$ cat src/rtl/gauss_blur_reader.sv
// 3x3 Gaussian blur over an image read from a 1-cycle-latency word memory; streams one pixel per location.
// Latency: 11 cycles per pixel (9 taps, 1 drain, 1 emit); done one cycle after the last pixel.
// Backpressure: none; pix_valid is a single-cycle pulse and the consumer must accept it.
module gauss_blur_reader #(
    parameter int IMG_W = 5,
    parameter int IMG_H = 5
) (
    input  logic        clk,
    input  logic        rst,
    input  logic        start,
    output logic        mem_trigger,
    output logic [4:0]  mem_addr,
    output logic [31:0] mem_din,
    input  logic [31:0] mem_dout,
    output logic [7:0]  pix_out,
    output logic        pix_valid,
    output logic [4:0]  pix_index,
    output logic        busy,
    output logic        done
);
    typedef enum logic [2:0] {IDLE, FETCH, DRAIN, EMIT, FINISH} state_t;

    localparam logic [4:0] W5    = 5'(IMG_W);
    localparam logic [4:0] WMAX  = 5'(IMG_W - 1);
    localparam logic [4:0] HMAX  = 5'(IMG_H - 1);
    localparam logic [4:0] LAST  = 5'(IMG_W * IMG_H - 1);

    state_t      state_q, state_d;
    logic [3:0]  tap_q;
    logic [4:0]  col_q, row_q, pix_q;
    logic [11:0] acc_q;
    logic [7:0]  pix_out_q;
    logic [4:0]  pix_index_q;

    logic [1:0]  ysel, xsel;
    logic [4:0]  ytap, xtap;
    logic [3:0]  dtap;
    logic [1:0]  wshift;
    logic [11:0] acc_next, sum_rnd;
    logic        unused_hi;

    assign unused_hi   = ^mem_dout[31:8];
    assign mem_trigger = 1'b0;
    assign mem_din     = 32'h0;
    assign busy        = (state_q != IDLE);
    assign pix_valid   = (state_q == EMIT);
    assign done        = (state_q == FINISH);
    assign pix_out     = pix_out_q;
    assign pix_index   = pix_index_q;

    always_comb begin
        state_d = state_q;
        case (state_q)
            IDLE:    if (start) state_d = FETCH;
            FETCH:   if (tap_q == 4'd8) state_d = DRAIN;
            DRAIN:   state_d = EMIT;
            EMIT:    state_d = (pix_q == LAST) ? FINISH : FETCH;
            FINISH:  state_d = IDLE;
            default: state_d = IDLE;
        endcase
    end

    // Tap row/column selector: 0 = minus one, 1 = same, 2 = plus one (clamped at the borders).
    always_comb begin
        ysel = 2'd1;
        xsel = 2'd1;
        case (tap_q)
            4'd0: begin ysel = 2'd0; xsel = 2'd0; end
            4'd1: begin ysel = 2'd0; xsel = 2'd1; end
            4'd2: begin ysel = 2'd0; xsel = 2'd2; end
            4'd3: begin ysel = 2'd1; xsel = 2'd0; end
            4'd4: begin ysel = 2'd1; xsel = 2'd1; end
            4'd5: begin ysel = 2'd1; xsel = 2'd2; end
            4'd6: begin ysel = 2'd2; xsel = 2'd0; end
            4'd7: begin ysel = 2'd2; xsel = 2'd1; end
            4'd8: begin ysel = 2'd2; xsel = 2'd2; end
            default: begin ysel = 2'd1; xsel = 2'd1; end
        endcase
        case (ysel)
            2'd0:    ytap = (row_q == 5'd0) ? row_q : row_q - 5'd1;
            2'd2:    ytap = (row_q == HMAX) ? row_q : row_q + 5'd1;
            default: ytap = row_q;
        endcase
        case (xsel)
            2'd0:    xtap = (col_q == 5'd0) ? col_q : col_q - 5'd1;
            2'd2:    xtap = (col_q == WMAX) ? col_q : col_q + 5'd1;
            default: xtap = col_q;
        endcase
        mem_addr = (state_q == FETCH) ? (ytap * W5 + xtap) : 5'd0;
    end

    // Data arriving now belongs to the tap addressed one cycle earlier.
    always_comb begin
        dtap = (state_q == DRAIN) ? 4'd8 : 4'(tap_q - 4'd1);
        case (dtap)
            4'd4:                      wshift = 2'd2;
            4'd1, 4'd3, 4'd5, 4'd7:    wshift = 2'd1;
            default:                   wshift = 2'd0;
        endcase
        acc_next = acc_q + ({4'b0, mem_dout[7:0]} << wshift);
        sum_rnd  = acc_next + 12'd8;
    end

    always_ff @(posedge clk) begin
        if (rst) begin
            state_q     <= IDLE;
            tap_q       <= '0;
            col_q       <= '0;
            row_q       <= '0;
            pix_q       <= '0;
            acc_q       <= '0;
            pix_out_q   <= '0;
            pix_index_q <= '0;
        end else begin
            state_q <= state_d;
            case (state_q)
                IDLE: if (start) begin
                    tap_q <= '0;
                    col_q <= '0;
                    row_q <= '0;
                    pix_q <= '0;
                end
                FETCH: begin
                    acc_q <= (tap_q == 4'd0) ? 12'd0 : acc_next;
                    tap_q <= tap_q + 4'd1;
                end
                DRAIN: begin
                    acc_q       <= acc_next;
                    pix_out_q   <= 8'(sum_rnd >> 4);
                    pix_index_q <= pix_q;
                end
                EMIT: begin
                    tap_q <= '0;
                    if (pix_q != LAST) begin
                        pix_q <= pix_q + 5'd1;
                        if (col_q == WMAX) begin
                            col_q <= '0;
                            row_q <= row_q + 5'd1;
                        end else begin
                            col_q <= col_q + 5'd1;
                        end
                    end
                end
                default: ;
            endcase
        end
    end
endmodule

$ cat config.mk
export PLATFORM = sky130hd
export DESIGN_NAME = gauss_blur_reader
export DESIGN_NICKNAME = d
export VERILOG_FILES = /design/src/rtl/gauss_blur_reader.sv
export SDC_FILE = /design/constraint.sdc
export NUM_CORES = 1
export LEC_CHECK = 0
export BUFFER_PORTS_ARGS = -buffer_cell sky130_fd_sc_hd__buf_2
export CORE_UTILIZATION = 60
export DETAILED_ROUTE_END_ITERATION = 10
export GPL_ROUTABILITY_DRIVEN = 0
export PLACE_DENSITY = 0.85
export SYNTH_ARGS = -nofsm -noshare
export SYNTH_HDL_FRONTEND = slang
export SYNTH_SLANG_ARGS = --single-unit
$ cat constraint.sdc
create_clock -name clk -period 8.8 [get_ports clk]
set_input_delay 1.76 -clock clk [delete_from_list [all_inputs] [get_ports clk]]
set_output_delay 1.76 -clock clk [all_outputs]
set_load 0.01 [all_outputs]
# --- After elaboration in Yosys (flattened, before gate mapping) ---
# Memories as Yosys holds them, arrays and structs flattened. A register that Yosys moved wholly into a read port is not among the register bits.
# Cells that the tools add are included.
totals:
  regBits: 47
  n_memories: 1
  elab_cells: 84
  latch_bits: 0
  romBits: 64
  ram_bits: 0
  out_inout_bits: 54
classes:
  n_eq_ne: 20
  shifts: 1
  multipliers: 1
  reduce_logical: 15
  bitwise_logic: 0
  n_lt_le_gt_ge: 0
  muxes: 28
  add_sub_neg: 10
  n_div: 0
memory_table:
  columns: ["memory", "words", "width", "read_ports", "rd_clocked_by_memory_dff", "write_ports", "line_no", "source"]
  rows:
  - ["(no name shown)", 16, 4, 1, 1, 0, "67", "case (tap_q)"]
ops:
  columns: ["cell", "count"]
  rows:
  - ["$mux 5", 11]
  - ["$pmux 5 s2", 5]
  - ["$pmux 12 s2", 1]
  - ["$mux 4", 4]
  - ["$add 5x1->5 const B", 3]
  - ["$add 12x12->12", 1]
  - ["$add 12x4->12 const B", 1]
  - ["$eq 4x3->1 const B", 3]
  - ["$mux 12", 1]
  - ["$pmux 3 s4", 1]
  - ["$pmux 4 s3", 1]
  - ["$shl 8x2->12", 1]
  - ["$eq 5x3->1 const B", 2]
  - ["$logic_not 5->1", 2]
  - ["$sub 5x1->5 const B", 2]
  - ["$mux 3", 3]
  - ["$eq 3x2->1 const B", 2]
  - ["$reduce_bool 3->1", 2]
  - ["$add 5x5->5", 1]
  - ["$eq 5x5->1 const B", 1]
  - ["$mul 5x3->5 const B", 1]
  - ["$ne 5x5->1 const B", 1]
  - ["$add 4x1->4 const B", 1]
  - ["$eq 2x2->1 const B", 2]
  - ["17 further kinds", 22]

# --- Longest topological paths before layout ---
# Gate-level depths: netlist of run 1.
depth:
  word_depth: 9
  mapped_depth: 18

# --- Least setup slack after synthesis of run 1 ---
# OpenSTA, ideal clock, no wires.
synth_path:
  kind: "reg-to-output"
  start: "register row_q[0]"
  end: "output port mem_addr[4]"
  path_stages_with_launch: 17
  n_path_buf: 0
  setup_slack_ns: 3.768
  arrival_time_ns: 3.272
  path_cell_list: "dfxtp_1 inv_1 ha_1 or3b_2 nor2_1 o21ai_0 o21ai_0 nand2_1 o211ai_1 ha_1 fa_1 ha_1 a21oi_1 xnor2_1 xnor2_1 xnor2_1 nor2_1"
synth_via:
  elab_chain_len: 6
  elab_cells_between_ends: 10
synth_rtl:
  columns: ["item", "line_no", "source"]
  rows:
  - ["start: declaration", "30", "logic [4:0] col_q, row_q, pix_q;"]
  - ["start signal: assignment", "138", "row_q <= row_q + 5'd1;"]
  - ["$add 5x1->5 (tied with other cells)", "81", "2'd2: ytap = (row_q == HMAX) ? row_q : row_q + 5'd1;"]
  - ["$mux 5, on equally long branches", "81, 80", null]
  - ["$pmux 5 s2 *", "79", "case (ysel)"]
  - ["$mul 5x3->5 *", "89", "mem_addr = (state_q == FETCH) ? (ytap * W5 + xtap) : 5'd0;"]
  - ["$add 5x5->5 *", "89", null]
  - ["$mux 5 *", "89", null]
  - ["end: declaration", "12", "output logic [4:0] mem_addr,"]
# Every way passes the cells marked *; elsewhere a longest branch is shown, timed or not.

# --- Final worst setup path of run 1 ---
# Same ends and word-level chain as after synthesis.

==> key figures, run 1 <==
Outcome
  • Outcome: finished with violations
  • Failing checks: DRC

Yosys
  • Synthesized area: 0.004168 sq mm
  • Yosys reg bits: 51
  • Largest family of logic cells by synthesized area: simple AND/OR/NAND/NOR gates
  • Yosys warning count: 0
  • Most frequent cell after synthesis: nor2_1
  • Mapped Cells: 536
  • Top cells by count, synth: 68 x nor2_1, 51 x dfxtp_1, 46 x a21oi_1
  • Netlist cell types: 64
  • Multiplexer share of the synthesized area: 0.03362
  • Share of the synthesized area in the top cell type: 0.2450
  • Main synth FF type: dfxtp_1
  • Synthesized-area fraction occupied by adder cells: 0.1195
  • Post-synthesis simple-gate area fraction: 0.2258
  • Synth area leaders: dfxtp_1 24%, ha_1 11%, nor2_1 6.1%, buf_4 5.9%, a21oi_1 5.5%
  • Register area share after synthesis: 0.2450
  • Post-Syn Area per Cell: 7.776 sq um
  • Post-Synth XOR/XNOR Area: 0.06304
  • Post-synthesis compound-gate area fraction: 0.2107
  • Post-synth EDFFs: 0
  • Asr flop ratio synth: 0
  • Largest area contributor in the netlist: dfxtp_1

Clocking
  • Clock buffer depth: 2
  • CTS root buf: clkbuf_8
  • CTS H-tree lvls: 2
  • Postcts setup bufs: 0
  • Post-CTS sizing: 0
  • Clk slew on worst S/H paths: 0.10 ns
  • CTS Buf Count: 5
  • TritonCTS clock tree: yes
  • Clk sink count: 51
  • Worst-Skew Late Latency: 0.32 ns
  • Hold_buf cts: 0

Detailed routing
  • DR WL/cell: 13.85 microns
  • DRT Pass-1 Iters: 10
  • DRC: 1
  • Routed vias: 3645
  • 1st-iter DRT viols: 179
  • Vias per cell: 5.740
  • Total wire length: 8.794 mm
  • Final ANT Viol Nets: 0

Timing
  • RSZ-0062 raised after global routing: false
  • Period utilization: 0.6495
  • Fmax: 0.1750 GHz
  • Tmin final: 5.716 ns
  • Worst Skew: 0.01036 ns
  • Least-Margin Pin Slew: 0.8952 ns
  • Final setup viols: 0
  • WHS: 0.4571 ns
  • Relative slew slack: 0.4032
  • Hold Fails Final Rpt: 0
  • Pins Over Slew Limit: 0
  • Setup_tns: 0 ns

GRT
  • First-pass GRT wire length: 14.49 mm
  • Initial antenna violation count: 0
  • Vias in the first global route: 3299
  • GRT Total Usage: 0.2429
  • GRT overflow: 0
  • Largest net degree at the start of global routing: 49

Cells and area
  • Layout cells sized above 1: 0.1081
  • Layout Nets: 627
  • N_diodes: 0
  • Fill cells: 596
  • Synthesis-to-finish area growth: 4.233%
  • Final Instance Count excl. Fillers: 635

Worst setup path
  • Critical path startpoint category: flop
  • Worst Setup End Kind: output pin
  • Data arrival, critical path: 3.96 ns
  • Crit path max fanout: 6
  • Worst Path Required: 7.04 ns
  • Crit Path Category: flop to output pin

Power and ir drop
  • Leakage: 1.842 nW
  • P per Cell Area: 110.3 mW/mm^2
  • Peak supply drop: 0.06690 mV

Placement
  • Input/output buffers: 31
  • Dpl cells: 627
  • Final HPWL DP: 6.740 mm

Die
  • Initial core utilization: 0.6169
  • Chip Height: 85.35 microns
  • Area of the die: 0.007284 sq mm
  • Die Wd: 85.35 microns
  • Core area: 0.006756 sq mm
  • Row cnt: 30
  • I/O pins: 89

Flow run
  • Max cap viols: 0

Hold path
  • Hold crit path type: flop to flop
[cell type report]
type / instances / area [sq um] / area share
Multi-Input combinational cell: 439 / 2848 / 0.6555
Sequential cell: 51 / 1021 / 0.2350
Timing Repair Buffer: 33 / 170.2 / 0.03917
Tap cell: 80 / 100.1 / 0.02304
Inverter: 24 / 90.09 / 0.02074
Clock buffer: 5 / 68.82 / 0.01584
Clock inverter: 3 / 46.29 / 0.01066
[worst paths after layout]
check / from / endpoint / slack [ns] / cells after the start
max: row_q[0]$_SDFFE_PP0P_ / mem_addr[4] / 3.08 / 17
min: pix_index[1]$_SDFFE_PP0P_ / pix_index[1]$_SDFFE_PP0P_ / 0.46 / 2
max reg2reg: state_q[0]$_SDFFE_PP0P_ / pix_out[7]$_SDFFE_PP0P_ / 4.59 / 15
min reg2reg: pix_index[1]$_SDFFE_PP0P_ / pix_index[1]$_SDFFE_PP0P_ / 0.46 / 2
[cells in the final DEF (no fill, tap or decap), drive strengths merged, types with 2 or more instances in the layout]
cell and n:
nor2 68, dfxtp 51, a21oi 47, nand2 39, ha 35, o21ai 35, conb 34, buf 33
inv 25, nand3 14, mux2i 14, xnor2 14, xor2 13, nor3 12, a22oi 10, nor2b 9
a211oi 9, and2 8, o21a 6, a21o 6, nand3b 5, nand4 5, clkbuf 5, and3 5
or3 4, nor4 4, nand2b 4, nor3b 4, o211ai 3, nand4b 3, fa 3, or2 3
a32oi 3, or3b 2, o22ai 2, o31ai 2, o41ai 2
[logic make-up (layout without fill, tap and decap cells)]
group / count (synthesis) / after routing
compound gates: 135 / 135
xor+xnor: 27 / 27
fa+ha+maj: 38 / 38
buf+inv: 79 / 65
flops: 51 / 51
mux: 14 / 14
other cells: 1 / 34
simple gates: 191 / 191
[power breakdown]
group	total (mW)	leakage, nW	switching, mW	internal [mW]
combinational	0.0747	1.38	0.0490	0.0257
sequential	0.237	0.411	0.00366	0.233
clock	0.168	0.0548	0.0819	0.0857
total	0.479	1.84	0.135	0.344
[worst max-delay path: stages (launching register included)]
cell and delay [ns]:
dfxtp_1 0.36, inv_1 0.12, ha_1 0.20, or3b_2 0.51
nor2_1 0.13, o21ai_0 0.08, o21ai_0 0.09, nand2_1 0.07
o211ai_1 0.16, ha_1 0.31, fa_1 0.49, ha_1 0.34
a21oi_1 0.17, xnor2_1 0.15, xnor2_1 0.15, xnor2_1 0.13
nor2_1 0.05, buf_2 0.13
[registers in the layout, indices dropped and copies added, names as in the netlist]
name,flops
pix_index,5
col_q,5
row_q,5
tap_q,4
xsel,2
state_q,3
ysel,2
acc_q,12
pix_q,5
pix_out,8
[metal layers]
metal  track usage  wire (microns)
met2        0.4604            4561
met1        0.2889            3798
met5             0               0
met3       0.02432             330
met4       0.07121             104
[through the flow]
step           cell area [sq um]  worst slack [ns]  total power [mW]    util
2_1_floorplan               4292             3.768            0.3109       -
3_5_place_dp                4229             3.420            0.3152  0.6259
5_1_grt                     4344             2.777            0.4973  0.6430
6_report                    4344             3.085            0.4790  0.6430
3_3_place_gp                4229             3.502            0.3121  0.6259
4_1_cts                     4344             3.069            0.4802  0.6430
Power figures use the tool's default switching activity.
==> run 2, diff against run 1 <==
--- a/config.mk
+++ b/config.mk
@@ -6,10 +6,10 @@
 export NUM_CORES = 1
 export LEC_CHECK = 0
 export BUFFER_PORTS_ARGS = -buffer_cell sky130_fd_sc_hd__buf_2
-export CORE_UTILIZATION = 60
+export CORE_UTILIZATION = 56
 export DETAILED_ROUTE_END_ITERATION = 10
 export GPL_ROUTABILITY_DRIVEN = 0
-export PLACE_DENSITY = 0.85
+export PLACE_DENSITY = 0.8
 export SYNTH_ARGS = -nofsm -noshare
 export SYNTH_HDL_FRONTEND = slang
 export SYNTH_SLANG_ARGS = --single-unit
==> constraint.sdc (replaced) <==
create_clock -name clk -period 5.6 [get_ports clk]
set_input_delay 1.12 -clock clk [delete_from_list [all_inputs] [get_ports clk]]
set_output_delay 1.12 -clock clk [all_outputs]
set_load 0.01 [all_outputs]
==> run 2 against run 1 <==
Against the previous run: the flow now finishes without violations; cell count up 3.0%; sequential power is 57% higher; sequential share of layout area hardly changed; routed wire length grew 0.47%; sequential cell count unchanged; power rose by 50%; clock skew up 0.0039 ns; worst setup slack got worse by 2.6 ns; count of clock-buffer cells in the layout stayed put; hold slack gained 0.010 ns; critical endpoint unchanged; die area grew 7.0%; first-iteration DRC count rose by 0.56%.
==> key figures, run 2 (synthesis results as in run 1) <==
GRT
  • GRT overflow: 0 (unchanged)
  • First-pass GRT wire length: 14.50 mm (about the same)
  • Largest net degree at the start of global routing: 49 (unchanged)
  • GRT Total Usage: 0.2293 (-0.01360)
  • Vias in the first global route: 3310 (+0.33%)
  • Initial antenna violation count: 0 (unchanged)

Timing
  • Period utilization: 0.9172
  • RSZ-0062 raised after global routing: false
  • Final setup viols: 0 (unchanged)
  • Hold Fails Final Rpt: 0 (unchanged)
  • Setup_tns: 0 ns (unchanged)
  • Pins Over Slew Limit: 0 (unchanged)
  • Fmax: 0.1947 GHz
  • Worst Skew: 0.01425 ns (+0.003888 ns)
  • Least-Margin Pin Slew: 0.8923 ns (-0.002945 ns)
  • Relative slew slack: 0.4052 (+0.001963)
  • Tmin final: 5.136 ns
  • WHS: 0.4673 ns (+0.01016 ns)

Detailed routing
  • DR WL/cell: 13.51 microns (-2.5%)
  • Final ANT Viol Nets: 0 (unchanged)
  • Vias per cell: 5.607 (-2.3%)
  • 1st-iter DRT viols: 180 (+0.56%)
  • Total wire length: 8.835 mm (+0.47%)
  • DRT Pass-1 Iters: 4 (-6)
  • DRC: 0 (-1)
  • Routed vias: 3667 (+0.60%)

Clocking
  • Clk slew on worst S/H paths: 0.11 ns (about the same)
  • CTS H-tree lvls: 2 (unchanged)
  • TritonCTS clock tree: yes
  • Hold_buf cts: 0 (unchanged)
  • CTS Buf Count: 5 (unchanged)
  • CTS root buf: clkbuf_8
  • Postcts setup bufs: 0 (unchanged)
  • Worst-Skew Late Latency: 0.32 ns (about the same)
  • Post-CTS sizing: 0 (unchanged)
  • Clock buffer depth: 2 (unchanged)
  • Clk sink count: 51 (unchanged)

Worst setup path
  • Worst Path Required: 4.48 ns (-2.56 ns)
  • Worst Setup End Kind: output pin
  • Data arrival, critical path: 4.02 ns (+0.06 ns)
  • R2R Path End: pix_out[7]$_SDFFE_PP0P_
  • CP Cell Sequence: inv_1 -> ha_1 -> or3b_2 -> nor2_1 -> o21ai_0 -> o21ai_0 -> nand2_1 -> o211ai_1 -> ha_1 -> fa_1 -> ha_1 -> a21oi_1 -> xnor2_1 -> xnor2_1 -> xnor2_1 -> nor2_1 -> buf_2
  • Worst stage delay on the critical path: 0.50 ns (about the same)
  • Critical path startpoint category: flop
  • Register-to-Register Path Depth: 16 (+1)
  • Reg2Reg Launch Point: state_q[0]$_SDFFE_PP0P_
  • Slowest-stage cell, CP: or3b_2
  • Crit path max fanout: 6 (unchanged)
  • Worst reg-to-reg setup slack: 1.34 ns (-3.25 ns)
  • Crit Path Category: flop to output pin

Cells and area
  • Reg area: 0.001021 sq mm (unchanged)
  • Fill cells: 681 (+14%)
  • Layout Nets: 627 (unchanged)
  • Register with the most flip-flops: acc_q
  • Synthesis-to-finish area growth: 4.383%
  • Final core utilization: 0.6030 (-0.03994)
  • Area of the multi-input gates: 0.002848 sq mm (unchanged)
  • Layout cells sized above 1: 0.1081 (unchanged)
  • N_diodes: 0 (unchanged)
  • Most common cell after layout, fill and taps aside: nor2_1
  • Design area: 0.004350 sq mm (+0.14%)
  • Max FFs per register: 12 (unchanged)
  • Most frequent cells in the layout: 68 x nor2_1, 51 x dfxtp_1, 46 x a21oi_1, 39 x nand2_1, 35 x ha_1

Die
  • Row cnt: 31 (+3.3%)
  • Area of the die: 0.007792 sq mm (+7.0%)
  • Initial core utilization: 0.5777 (-0.03915)
  • Core area: 0.007214 sq mm (+6.8%)
  • Chip Height: 88.27 microns (+3.4%)
  • Die Wd: 88.27 microns (+3.4%)
  • I/O pins: 89 (unchanged)

Hold path
  • Hold Startpoint: pix_index[4]$_SDFFE_PP0P_
  • Worst hold path cell count: 2 (unchanged)
  • Hold EP: pix_index[4]$_SDFFE_PP0P_
  • Hold crit path type: flop to flop

Power and ir drop
  • P per Cell Area: 164.9 mW/mm^2 (+50%)
  • Leakage: 1.837 nW (-0.25%)
  • Peak supply drop: 0.1143 mV (+71%)

Placement
  • Input/output buffers: 31 (unchanged)
  • Final HPWL DP: 6.864 mm (+1.8%)
  • Placement Cell Area: 0.004253 sq mm (+0.56%)

Outcome
  • Outcome: finished clean

Flow run
  • Max cap viols: 0 (unchanged)
## run 2: worst max-delay path, delay by kind of cell (launching register included)
family          cells  cell delay, ns
compound gates      4            0.52
xor+xnor            3            0.47
fa+ha+maj           4            1.32
buf+inv             2            0.27
flops               1            0.37
simple gates        4            0.74
## run 2: how the worst max path moves through the flow
stage	from	to	slack (ns)	depth (start not counted)
3_3_place_gp	row_q[0]$_SDFFE_PP0P_	mem_addr[4]	0.93	17
3_5_place_dp	row_q[0]$_SDFFE_PP0P_	mem_addr[4]	0.82	17
6_report	row_q[0]$_SDFFE_PP0P_	mem_addr[4]	0.46	17
4_1_cts	row_q[0]$_SDFFE_PP0P_	mem_addr[4]	0.48	17
2_1_floorplan	row_q[0]$_SDFFE_PP0P_	mem_addr[4]	1.21	16
5_1_grt	row_q[0]$_SDFFE_PP0P_	mem_addr[4]	0.25	17
## run 2: power by group
part	internal (mW)	switching, mW
combinational	0.0404	0.0766
sequential	0.366	0.00600
clock	0.0928	0.135
## run 2: layout make-up
cell class / instances / area share
Multi-Input combinational cell: 439 / 0.6546
Clock buffer: 5 / 0.01582
Inverter: 24 / 0.02071
Clock inverter: 3 / 0.006615
Timing Repair Buffer: 33 / 0.03911
Sequential cell: 51 / 0.2347
Tap cell: 99 / 0.02847
## run 2: layer usage
layer  wire length (microns)  global-route usage  up-vias
met5                       0                   0        -
met4                      81             0.04985        0
met3                     270             0.01772        7
met2                    4494              0.4154       71
met1                    3988              0.2977     1744
li1                        -                   -     1845
## run 2: per-stage QoR
stage               setup WS (ns)  std cells  power (mW)
CTS                        0.4758        654      0.7204
global placement           0.9345        646      0.4910
global route               0.2455        654      0.7494
finish                     0.4635        654      0.7175
detailed placement         0.8216        646      0.4961
floorplan                   1.208        569      0.4885
